## config.mk

```make
export PLATFORM = sky130hd
export DESIGN_NAME = systolic_ctrl_flat
export DESIGN_NICKNAME = d
export VERILOG_FILES = /design/src/rtl/systolic_ctrl_if.sv /design/src/rtl/systolic_ctrl.sv /design/src/flat_wrapper.sv
export SDC_FILE = /design/constraint.sdc
export NUM_CORES = 1
export LEC_CHECK = 0
export CAP_MARGIN = 15
export CORE_MARGIN = 2
export CORE_UTILIZATION = 30
export CTS_BUF_LIST = sky130_fd_sc_hd__clkbuf_8 sky130_fd_sc_hd__clkbuf_16
export CTS_CLUSTER_DIAMETER = 50
export DETAILED_ROUTE_END_ITERATION = 8
export GPL_TIMING_DRIVEN = 1
export PLACE_DENSITY = 0.61
export SLEW_MARGIN = 10
export SYNTH_ARGS = -nofsm -noshare
export SYNTH_HDL_FRONTEND = slang
export SYNTH_SLANG_ARGS = --single-unit
```

## constraint.sdc

```tcl
create_clock -name clk -period 4.2 [get_ports clk]
set_input_delay 0.84 -clock clk [delete_from_list [all_inputs] [get_ports clk]]
set_output_delay 0.84 -clock clk [all_outputs]
set_load 0.005 [all_outputs]
```

## src/rtl/systolic_ctrl_if.sv

```systemverilog
// systolic_ctrl_if: operand-source handshake and job control bundle for systolic_ctrl
interface systolic_ctrl_if #(
  parameter int N  = 4,
  parameter int W  = 8,
  parameter int KW = 8
);
  logic           start;
  logic [KW-1:0]  k_len;
  logic           in_valid;
  logic           in_ready;
  logic [N*W-1:0] in_a;
  logic [N*W-1:0] in_b;
  logic           busy;
  logic           done;
  modport slave  (input start, k_len, in_valid, in_a, in_b, output in_ready, busy, done);
  modport master (output start, k_len, in_valid, in_a, in_b, input in_ready, busy, done);
endinterface

```

## src/rtl/systolic_ctrl.sv

```systemverilog
// systolic_ctrl: clears an NxN output-stationary MAC array, feeds K skewed operand beats, pulses done
module systolic_ctrl #(
  parameter int N  = 4,
  parameter int W  = 8,
  parameter int KW = 8
) (
  input  logic           clk,
  input  logic           nrst,
  systolic_ctrl_if.slave src,
  output logic [N*W-1:0] x_edge,
  output logic [N*W-1:0] y_edge,
  output logic           arr_clr_n
);
  typedef enum logic [1:0] {IDLE, CLEAR, FEED, DRAIN} state_t;
  localparam int CW = $clog2(2*N-1);
  localparam logic [CW-1:0] DRN = CW'(2*N-2);
  state_t        state;
  logic [KW-1:0] k_rem;
  logic [CW-1:0] cnt;
  logic          done_r;
  logic          beat;
  assign src.in_ready = state == FEED;
  assign src.busy     = state != IDLE;
  assign src.done     = done_r;
  assign beat         = src.in_valid && state == FEED;
  // job sequencing: one clear cycle, K accepted beats, then 2N-2 drain cycles until the last PE settles
  always_ff @(posedge clk or negedge nrst)
    if (!nrst) begin
      state     <= IDLE;
      k_rem     <= '0;
      cnt       <= '0;
      done_r    <= 1'b0;
      arr_clr_n <= 1'b1;
    end else begin
      done_r    <= 1'b0;
      arr_clr_n <= 1'b1;
      case (state)
        IDLE:
          if (src.start) begin
            k_rem     <= src.k_len;
            arr_clr_n <= 1'b0;
            state     <= CLEAR;
          end
        CLEAR: begin
          state <= k_rem != '0 ? FEED : DRAIN;
          cnt   <= DRN;
        end
        FEED:
          if (src.in_valid) begin
            k_rem <= k_rem - 1'b1;
            if (k_rem == KW'(1)) begin
              state <= DRAIN;
              cnt   <= DRN;
            end
          end
        DRAIN:
          if (cnt == '0) begin
            state  <= IDLE;
            done_r <= 1'b1;
          end else
            cnt <= cnt - 1'b1;
        default: state <= IDLE;
      endcase
    end
  for (genvar i = 0; i < N; i++) begin : g_skew
    logic [W-1:0] xs [0:i];
    logic [W-1:0] ys [0:i];
    // row/column i is delayed i cycles plus an output register; idle cycles push zeros so stalls add nothing
    always_ff @(posedge clk or negedge nrst)
      if (!nrst) begin
        for (int k = 0; k <= i; k++) begin
          xs[k] <= '0;
          ys[k] <= '0;
        end
      end else begin
        xs[0] <= beat ? src.in_a[i*W +: W] : '0;
        ys[0] <= beat ? src.in_b[i*W +: W] : '0;
        for (int k = 1; k <= i; k++) begin
          xs[k] <= xs[k-1];
          ys[k] <= ys[k-1];
        end
      end
    assign x_edge[i*W +: W] = xs[i];
    assign y_edge[i*W +: W] = ys[i];
  end
endmodule

```

## src/flat_wrapper.sv

```systemverilog
// flat-port wrapper written by rule: the top's interface ports become plain ports
module systolic_ctrl_flat 
#(
  parameter int N  = 4,
  parameter int W  = 8,
  parameter int KW = 8
)
  (clk, nrst, x_edge, y_edge, arr_clr_n, src_start, src_k_len, src_in_valid, src_in_a, src_in_b, src_in_ready, src_busy, src_done);
  systolic_ctrl_if #(.N(N), .W(W), .KW(KW)) src_i ();
  input  logic clk;
  input  logic nrst;
  output logic [N*W-1:0] x_edge;
  output logic [N*W-1:0] y_edge;
  output logic arr_clr_n;
  input wire logic [$bits(src_i.start)-1:0] src_start;
  input wire logic [$bits(src_i.k_len)-1:0] src_k_len;
  input wire logic [$bits(src_i.in_valid)-1:0] src_in_valid;
  input wire logic [$bits(src_i.in_a)-1:0] src_in_a;
  input wire logic [$bits(src_i.in_b)-1:0] src_in_b;
  output wire logic [$bits(src_i.in_ready)-1:0] src_in_ready;
  output wire logic [$bits(src_i.busy)-1:0] src_busy;
  output wire logic [$bits(src_i.done)-1:0] src_done;
  assign src_i.start = src_start;
  assign src_i.k_len = src_k_len;
  assign src_i.in_valid = src_in_valid;
  assign src_i.in_a = src_in_a;
  assign src_i.in_b = src_in_b;
  assign src_in_ready = src_i.in_ready;
  assign src_busy = src_i.busy;
  assign src_done = src_i.done;
  systolic_ctrl #(.N(N), .W(W), .KW(KW)) u_core (.clk(clk), .nrst(nrst), .src(src_i), .x_edge(x_edge), .y_edge(y_edge), .arr_clr_n(arr_clr_n));
endmodule
```

==> results of run 1 <==
[area by class of cell]
type | count | share of cell area
multi-input cells | 145 | 0.1259
clock buffers | 17 | 0.05444
flip-flops and latches | 175 | 0.5606
well taps | 260 | 0.04163
repair buffers | 145 | 0.1862
inverters | 10 | 0.004804
clock inverters | 15 | 0.02642
[sequential cells by signal, summed over array words and instances (netlist names), 2 cells and up]
name and cells:
u_core.g_skew.xs 56, u_core.g_skew.ys 56, u_core.x_edge 24, u_core.y_edge 24
u_core.k_rem 8, u_core.cnt 3, u_core.state 2
[report_power, final]
part           switching, uW  internal [uW]  leakage, uW
Sequential               133           1950      0.00237
Combinational            435            447      0.00118
Clock                    770            827     0.000304
[per-layer routing]
layer  track usage  wire [um]  vias to the layer above
li1              -          -                     1470
met1        0.1358       4658                     1591
met2        0.1815       5552                       81
met3       0.03266        460                       15
met4       0.05057        157                        0
met5             0          0                        -
[through the flow]
stage / std cells / utilization / power (uW) / instance area (sq um)
after global routing: 767 / 0.4136 / 4821 / 7814
after detailed placement: 735 / 0.3801 / 3011 / 7182
after CTS: 767 / 0.4136 / 4638 / 7814
after global placement: 735 / 0.3801 / 2956 / 7182
after floorplan: 396 / - / 2653 / 5828
final: 767 / 0.4136 / 4564 / 7814
[final timing paths]
check / depth (start not counted) / start / to
max: 7 / u_core.state[0] / u_core.k_rem[5]
min: 0 / u_core.g_skew[3].ys[27] / u_core.g_skew[3].ys[19]
max reg2reg: 7 / u_core.state[0] / u_core.k_rem[5]
min reg2reg: 0 / u_core.g_skew[3].ys[27] / u_core.g_skew[3].ys[19]
max in group asynchronous: 2 / nrst / u_core.y_edge[8]
min in group asynchronous: 1 / nrst / u_core.x_edge[12]
[cell families after synthesis]
family,count (synthesis),synth area share
multiplexers,4,0.007299
AND/OR/NAND/NOR,100,0.09811
buffers and inverters,76,0.08008
adder cells (fa/ha/maj),10,0.02147
AO/OA/AOI/OAI,31,0.04143
flip-flops,175,0.7516
[Yosys cell counts, types with 2 or more instances]
cell,n
and3_1,64
mux2_2,2
dfrtp_1,174
clkbuf_1,16
nand3_1,3
a21oi_1,8
o22a_1,6
mux2i_1,2
buf_4,48
a41oi_1,2
o21ai_0,5
nand2_1,15
inv_1,10
o31ai_1,2
nor2_1,8
a211oi_1,2
ha_1,10
nor3_1,3
nor4_1,2
==> results.yml, run 1 <==
sta:
  max_slew.worst_pin.slew_ns: 0.9953
  postLayoutSetupSlackWorst_ns: 1.573
  fin_setup_tns_ns: 0
  setup_violations: 0
  fin_crit_ns: 2.627
  holdWs_ns: 0.3382
  fmax_ghz: 0.3807
  maxSlewViolCount: 0
  finClkSkew_ns: 0.01499
  maxSlewHeadroom: 0.3365
  finalHoldViolCount: 0
  rsz0062_at_grt: "false"
  period_share: 0.6255
final_layout:
  multi_input_area_sq_um: 983.4
  area_growth_pct: 34.07
  fillers: 1754
  nets: 580
  final_common_cell: "dfrtp_1"
  mostFrequentLayoutCells: "dfrtp_1 (174), clkdlybuf4s50_1 (141), and3_1 (64)"
  diodes: 0
  seqCellArea_sq_um: 4380
  drive_above_1_share: 0.08876
clock_network:
  cts_resized: 0
  cts_sinks: 175
  cts_buffers: 17
  clk_root_buffer_cell: "clkbuf_16"
  clockBufferDepth: 2
  path_clk_slew_ns: 0.08
  clkLatencyLatePin_ns: 0.42
  cts_tree: "done"
  postCtsHoldBufs: 0
  htreeDepth: 4
  postCtsSetupBuffers: 0
synth:
  ys_types: 33
  ys_ff_latch: 175
  synthTopCellsByArea: "dfrtp_1 (75%), and3_1 (6.9%), buf_4 (6.2%)"
  synth_top_area_frac: 0.7471
  syn_area_sq_um: 5828
  synth_seq_area_share: 0.7516
  synthArstFlopShare: 1.000
  synth_edf_count: 0
  netlist_instances: 396
  syn_avg_cell_area_sq_um: 14.72
  synth_area_leader_cell: "dfrtp_1"
  synth_flop_cell: "dfrtp_1"
  syn_nets: 482
  ys.warnings.count: 0
critical_path:
  cp.arrival_ns: 2.94
  worstPathMaxFanout: 87
  cp_slowest_stage_delay_ns: 0.62
  cp_slowest_cell: "buf_4"
  regToRegSetupSlack_ns: 1.57
  start_kind: "register"
  path_class: "register to register"
  critPathBufInv: 2
  worst_path_dominant_cell_family: "buffers and inverters"
  path_cells: "inv_1 > ha_2 > buf_4 > mux2_2 > nand2_1 > a21oi_1 > o22a_2"
  required_ns: 4.51
  worstSetupEndpointType: "register"
flow_run:
  drv_cap: 0
route:
  remaining_drc_errors: 0
  num_vias: 3157
  wl_per_cell_um: 14.12
  via_per_inst: 4.116
  wl_mm: 10.83
  dr.pass1.iters: 4
  drt-initial-drc-count: 113
  ant_nets: 0
global_routing:
  first_global_vias: 3342
  grt_first_pass_wirelength_mm: 17.18
  grt_max_degree: 95
  antenna_found_initial: 0
  track_usage: 0.1109
  overflow: 0
floorplan:
  ios: 144
  core_area_sq_um: 18890
  num_rows: 50
  fp.dieW_um: 143.4
  dieArea_sq_um: 20560
  start_util: 0.3085
  die_h_um: 143.4
power_and_ir_drop:
  p_per_area_nw_per_um2: 584.1
  power.leakage_uw: 0.003851
  ir_drop_mv: 0.4651
place:
  port_buffers: 143
  preCtsSetupSlack_ns: 1.328
  gp_congestion: 0.7395
  hpwl_mm: 7.077
min_path:
  worstHoldPathType: "register to register"
outcome:
  outcome: "complete, no violations"
Note: power is estimated with default switching activity, not from simulation.
==> run 2, diff against run 1 <==
--- a/config.mk
+++ b/config.mk
@@ -12,7 +12,7 @@
 export CTS_CLUSTER_DIAMETER = 50
 export DETAILED_ROUTE_END_ITERATION = 8
 export GPL_TIMING_DRIVEN = 1
-export PLACE_DENSITY = 0.61
+export PLACE_DENSITY = 0.63
 export SLEW_MARGIN = 10
 export SYNTH_ARGS = -nofsm -noshare
 export SYNTH_HDL_FRONTEND = slang
==> constraint.sdc (replaced) <==
create_clock -name clk -period 2.3 [get_ports clk]
set_input_delay 0.46 -clock clk [delete_from_list [all_inputs] [get_ports clk]]
set_output_delay 0.46 -clock clk [all_outputs]
set_load 0.005 [all_outputs]
==> run 2 against run 1 <==
  * Global-route usage increased by 0.47 points
  * Utilization increased by 0.34 points
  * Worst setup slack got worse by 1.5 ns
  * Largest power group unchanged
  * Wire length increased by 3.3%
  * Sequential power increased by 82%
  * First-iteration DRC count increased by 16%
  * Via count increased by 2.5%
  * Critical path type is now register to output port
==> results.yml, run 2 (synthesized netlist as in run 1, its figures left out) <==
clock_network:
  cts_buffers: 17
  clockBufferDepth: 2
  cts_tree: "done"
  cts_resized: 0
  path_clk_slew_ns: 0.07
  cts_sinks: 175
  clk_root_buffer_cell: "clkbuf_16"
  htreeDepth: 4
  clkLatencyLatePin_ns: 0.43
sta:
  maxSlewHeadroom: 0.6909
  max_slew.worst_pin.slew_ns: 0.4636
  fin_crit_ns: 2.204
  rsz0062_at_grt: "false"
  period_share: 0.9584
  finClkSkew_ns: 0.01283
  maxSlewViolCount: 0
  fin_setup_tns_ns: 0
  fmax_ghz: 0.4537
  setup_violations: 0
  finalHoldViolCount: 0
min_path:
  worstHoldStart: "u_core.g_skew[1].ys[12]"
  worstHoldPathType: "register to register"
  hold_path_depth: 0
route:
  num_vias: 3236
  dr.pass1.iters: 5
  drt-initial-drc-count: 131
  wl_mm: 11.18
  wl_per_cell_um: 14.41
  ant_nets: 0
  via_per_inst: 4.170
  remaining_drc_errors: 0
critical_path:
  path_cells: "inv_1 > ha_1 > inv_1 > clkdlybuf4s50_1"
  cp.arrival_ns: 1.74
  cp_slowest_stage_delay_ns: 0.49
  path_class: "register to output port"
  start_kind: "register"
  cp-startpoint: "u_core.state[0]"
  worstSetupEndpointType: "output port"
  regToRegSetupSlack_ns: 0.19
  r2r_cells: 4
  path_common_cell: "inv_1"
  required_ns: 1.84
  rr_startpoint: "u_core.k_rem[4]"
  r2r-end: "u_core.state[0]"
  cp_slowest_cell: "clkdlybuf4s50_1"
  cp-endpoint: "src_busy"
  worstPathMaxFanout: 4
global_routing:
  grt_first_pass_wirelength_mm: 17.86
  track_usage: 0.1156
  antenna_found_initial: 0
  first_global_vias: 3567
  overflow: 0
  grt_max_degree: 55
floorplan:
  num_rows: 50
  dieArea_sq_um: 20560
  start_util: 0.3085
  core_area_sq_um: 18890
  die_h_um: 143.4
  ios: 144
  fp.dieW_um: 143.4
power_and_ir_drop:
  power.total_uw: 8359
  p_per_area_nw_per_um2: 1061
  ir_drop_mv: 0.5372
  power.leakage_uw: 0.003895
final_layout:
  multi_input_area_sq_um: 983.4
  mostFrequentLayoutCells: "dfrtp_1 (174), clkdlybuf4s50_1 (141), and3_1 (64)"
  final_common_cell: "dfrtp_1"
  seqCellArea_sq_um: 4380
  fillers: 1758
  nets: 589
  area_growth_pct: 35.19
  drive_above_1_share: 0.1027
  largestRegisters: "u_core.g_skew.xs x56, u_core.g_skew.ys x56"
  diodes: 0
place:
  gp_congestion: 0.6869
  port_buffers: 143
  hpwl_mm: 7.660
outcome:
  outcome: "complete, no violations"
flow_run:
  drv_cap: 0
run 2: changes by cell type in the layout (fill, tap and decap cells not counted), sizes merged:
cell and change:
buf +8, clkinv -3, dlygate4sd3 +1, inv +3
run 2: area by class of cell:
type / count / share of cell area
inverters: 10 / 0.004764
flip-flops and latches: 175 / 0.5560
well taps: 260 / 0.04129
multi-input cells: 145 / 0.1248
clock buffers: 17 / 0.05399
clock inverters: 15 / 0.02239
repair buffers: 154 / 0.1968
run 2: per-layer routing:
metal | wire length (um) | up-vias | track usage | part of all wire
met4 | 187 | 0 | 0.04954 | 0.017
met1 | 4870 | 1641 | 0.1402 | 0.44
met2 | 5611 | 92 | 0.1897 | 0.50
met5 | 0 | - | 0 | 0
met3 | 510 | 12 | 0.03732 | 0.046
li1 | - | 1491 | - | -
run 2: critical path: cells and delay by family, from the launching register on:
kind                       cells  cell delay, ns
buffers and inverters          3            0.66
DFF                            1            0.41
adders and majority gates      1            0.25
run 2: report_power, final:
| group | leakage [uW] | total, uW | switching (uW) | internal (uW) |
|---|---|---|---|---|
| registers | 0.00237 | 3800 | 238 | 3570 |
| clock network | 0.000296 | 2850 | 1370 | 1480 |
| logic | 0.00123 | 1710 | 837 | 870 |
| total | 0.00389 | 8360 | 2440 | 5920 |
run 2: how the worst min path moves through the flow:
stage          slack (ns)                      end
3_5_place_dp         0.33  u_core.g_skew[2].xs[12]
4_1_cts              0.35        u_core.y_edge[12]
5_1_grt              0.35        u_core.y_edge[14]
3_3_place_gp         0.33         u_core.y_edge[8]
2_1_floorplan        0.16            u_core.cnt[0]
6_report             0.34        u_core.y_edge[12]
run 2: per-stage QoR:
stage / utilization / setup WS [ns] / hold slack (ns) / cells / cell area, sq um
5_1_grt: 0.4170 / 0.01797 / 0.3541 / 776 / 7879
3_5_place_dp: 0.3834 / 0.2007 / 0.3347 / 740 / 7244
2_1_floorplan: - / 0.3671 / 0.1644 / 396 / 5828
4_1_cts: 0.4158 / 0.05152 / 0.3466 / 773 / 7856
3_3_place_gp: 0.3834 / 0.3091 / 0.3313 / 740 / 7244
6_report: 0.4170 / 0.09571 / 0.3382 / 776 / 7879
run 2: what timing repair did:
action	CTS	global route
setup endpoints to repair	0	1
setup buffers	0	3
hold endpoints to repair	44	0
hold buffers	1	0
==> run 3, diff against run 2 <==
--- a/config.mk
+++ b/config.mk
@@ -11,8 +11,9 @@
 export CTS_BUF_LIST = sky130_fd_sc_hd__clkbuf_8 sky130_fd_sc_hd__clkbuf_16
 export CTS_CLUSTER_DIAMETER = 50
 export DETAILED_ROUTE_END_ITERATION = 8
+export DONT_BUFFER_PORTS = 1
 export GPL_TIMING_DRIVEN = 1
-export PLACE_DENSITY = 0.63
+export PLACE_DENSITY = 0.53
 export SLEW_MARGIN = 10
 export SYNTH_ARGS = -nofsm -noshare
 export SYNTH_HDL_FRONTEND = slang
==> run 3 against run 2 <==
  * The flow now finishes with violations (negative hold slack)
  * Design area decreased by 20%
  * Wire length decreased by 9.1%
  * Clock skew rose by 0.0023 ns
  * Sequential power up 2%
  * Fmax up 2.7%
  * Flip-flop and latch count unchanged
  * Via count decreased by 18%
  * Worst setup slack better by 0.058 ns
  * Clock power about the same
  * Combinational power is 40% lower
  * Largest cell class unchanged
  * Highest routed layer is now met5
==> results.yml, run 3 (synthesized netlist as in run 1, its figures left out) <==
clock_network:
  postCtsSetupBuffers: 0
  path_clk_slew_ns: 0.07
  htreeDepth: 4
  cts_tree: "done"
  cts_sinks: 175
  clk_root_buffer_cell: "clkbuf_16"
  clkLatencyLatePin_ns: 0.43
  clockBufferDepth: 2
  cts_buffers: 17
sta:
  setup_violations: 0
  postLayoutSetupSlackWorst_ns: 0.1537
  maxSlewHeadroom: 0.6463
  fin_crit_ns: 2.146
  rsz0062_at_grt: "false"
  holdWs_ns: -0.2685
  fin_setup_tns_ns: 0
  max_slew.worst_pin.slew_ns: 0.5306
  fmax_ghz: 0.4659
  finClkSkew_ns: 0.01511
  finalHoldViolCount: 175
  period_share: 0.9332
  maxSlewViolCount: 0
critical_path:
  cp.arrival_ns: 1.69
  worst_path_dominant_cell_family: "buffers and inverters"
  cp_slowest_cell: "buf_6"
  cp-startpoint: "u_core.state[0]"
  r2r_cells: 4
  cp_num_cells: 3
  critPathBufInv: 2
  cp_slowest_stage_delay_ns: 0.44
  worstSetupEndpointType: "output port"
  required_ns: 1.84
  path_cells: "inv_1 > ha_2 > buf_6"
  start_kind: "register"
  rr_startpoint: "u_core.k_rem[5]"
  path_class: "register to output port"
  worstPathMaxFanout: 86
route:
  ant_nets: 0
  num_vias: 2656
  via_per_inst: 4.256
  dr.pass1.iters: 4
  remaining_drc_errors: 0
  wl_per_cell_um: 16.29
  wl_mm: 10.16
  drt-initial-drc-count: 133
floorplan:
  core_area_sq_um: 18890
  ios: 144
  die_h_um: 143.4
  start_util: 0.3085
  num_rows: 50
  dieArea_sq_um: 20560
  fp.dieW_um: 143.4
place:
  gp_congestion: 0.7208
  port_buffers: 0
  place_area_sq_um: 5734
  preCtsSetupSlack_ns: 0.2034
  hpwl_mm: 6.280
  placed_cells: 591
final_layout:
  stdcell_area_sq_um: 6329
  drive_above_1_share: 0.1157
  nets: 436
  final_common_cell: "dfrtp_1"
  mostFrequentLayoutCells: "dfrtp_1 (174), and3_1 (64), clkbuf_16 (17)"
  area_growth_pct: 8.587
  finalNonFillerCells: 624
  largestRegisters: "u_core.g_skew.xs x56, u_core.g_skew.ys x56"
outcome:
  violations: "negative hold slack"
  outcome: "complete, but fails checks"
power_and_ir_drop:
  ir_drop_mv: 0.9523
  power.leakage_uw: 0.003293
  p_per_area_nw_per_um2: 1225
global_routing:
  track_usage: 0.1050
  antenna_found_initial: 2
  grt_first_pass_wirelength_mm: 16.19
  first_global_vias: 2869
  grt_max_degree: 176
  overflow: 0
min_path:
  worstHoldPathType: "input pin to async pin"
flow_run:
  drv_cap: 0
==> run 3: worst reg2reg max path: stages (launching register included) <==
cell and delay (ns):
dfrtp_1 0.42, or4_4 0.59, o41ai_4 0.46, nand3_2 0.12, o32a_1 0.36
==> run 3: final timing paths <==
kind / endpoint / slack [ns]
min: u_core.x_edge[9] / -0.27
max: src_in_ready / 0.15
min in group clk: u_core.arr_clr_n / 0.06
min reg2reg: u_core.g_skew[3].ys[17] / 0.35
max in group asynchronous: u_core.arr_clr_n / 2.33
max reg2reg: u_core.state[0] / 0.25
==> run 3: metrics by stage <==
stage	hold WS [ns]	utilization	power, uW
final	-0.2685	0.3350	7753
after global routing	-0.3062	0.3350	8215
after CTS	-0.2943	0.3348	7887
after detailed placement	0.1682	0.3035	4982
after global placement	0.1685	0.3035	4899
after floorplan	0.1644	-	4845
==> run 3: metal layers <==
layer	track usage	vias up	part of all wire
met1	0.1317	1373	0.44
met5	0	-	0.0013
met2	0.1599	81	0.49
li1	-	1187	-
met3	0.04565	13	0.055
met4	0.04180	2	0.015
==> run 3: report_power, final <==
part | internal, uW | leakage [uW] | total (uW) | switching [uW]
Clock | 1570 | 0.000287 | 2850 | 1290
Combinational | 426 | 0.000637 | 1030 | 606
Sequential | 3570 | 0.00237 | 3870 | 297
Total | 5560 | 0.00329 | 7750 | 2190
==> run 3: timing repair <==
| action | CTS | global route |
|---|---|---|
| resized for setup | 1 | 0 |
| setup endpoints to repair | 1 | 0 |
| endpoints found under the hold margin | 175 | 175 |
==> run 3: final cells by class <==
class	instances	area, sq um
diodes	1	2.502
clock buffers	18	439.2
clock inverters	14	148.9
fillers	1844	12560
inverters	10	37.54
multi-input cells	145	983.4
flip-flops and latches	175	4380
well taps	260	325.3
repair buffers	1	11.26
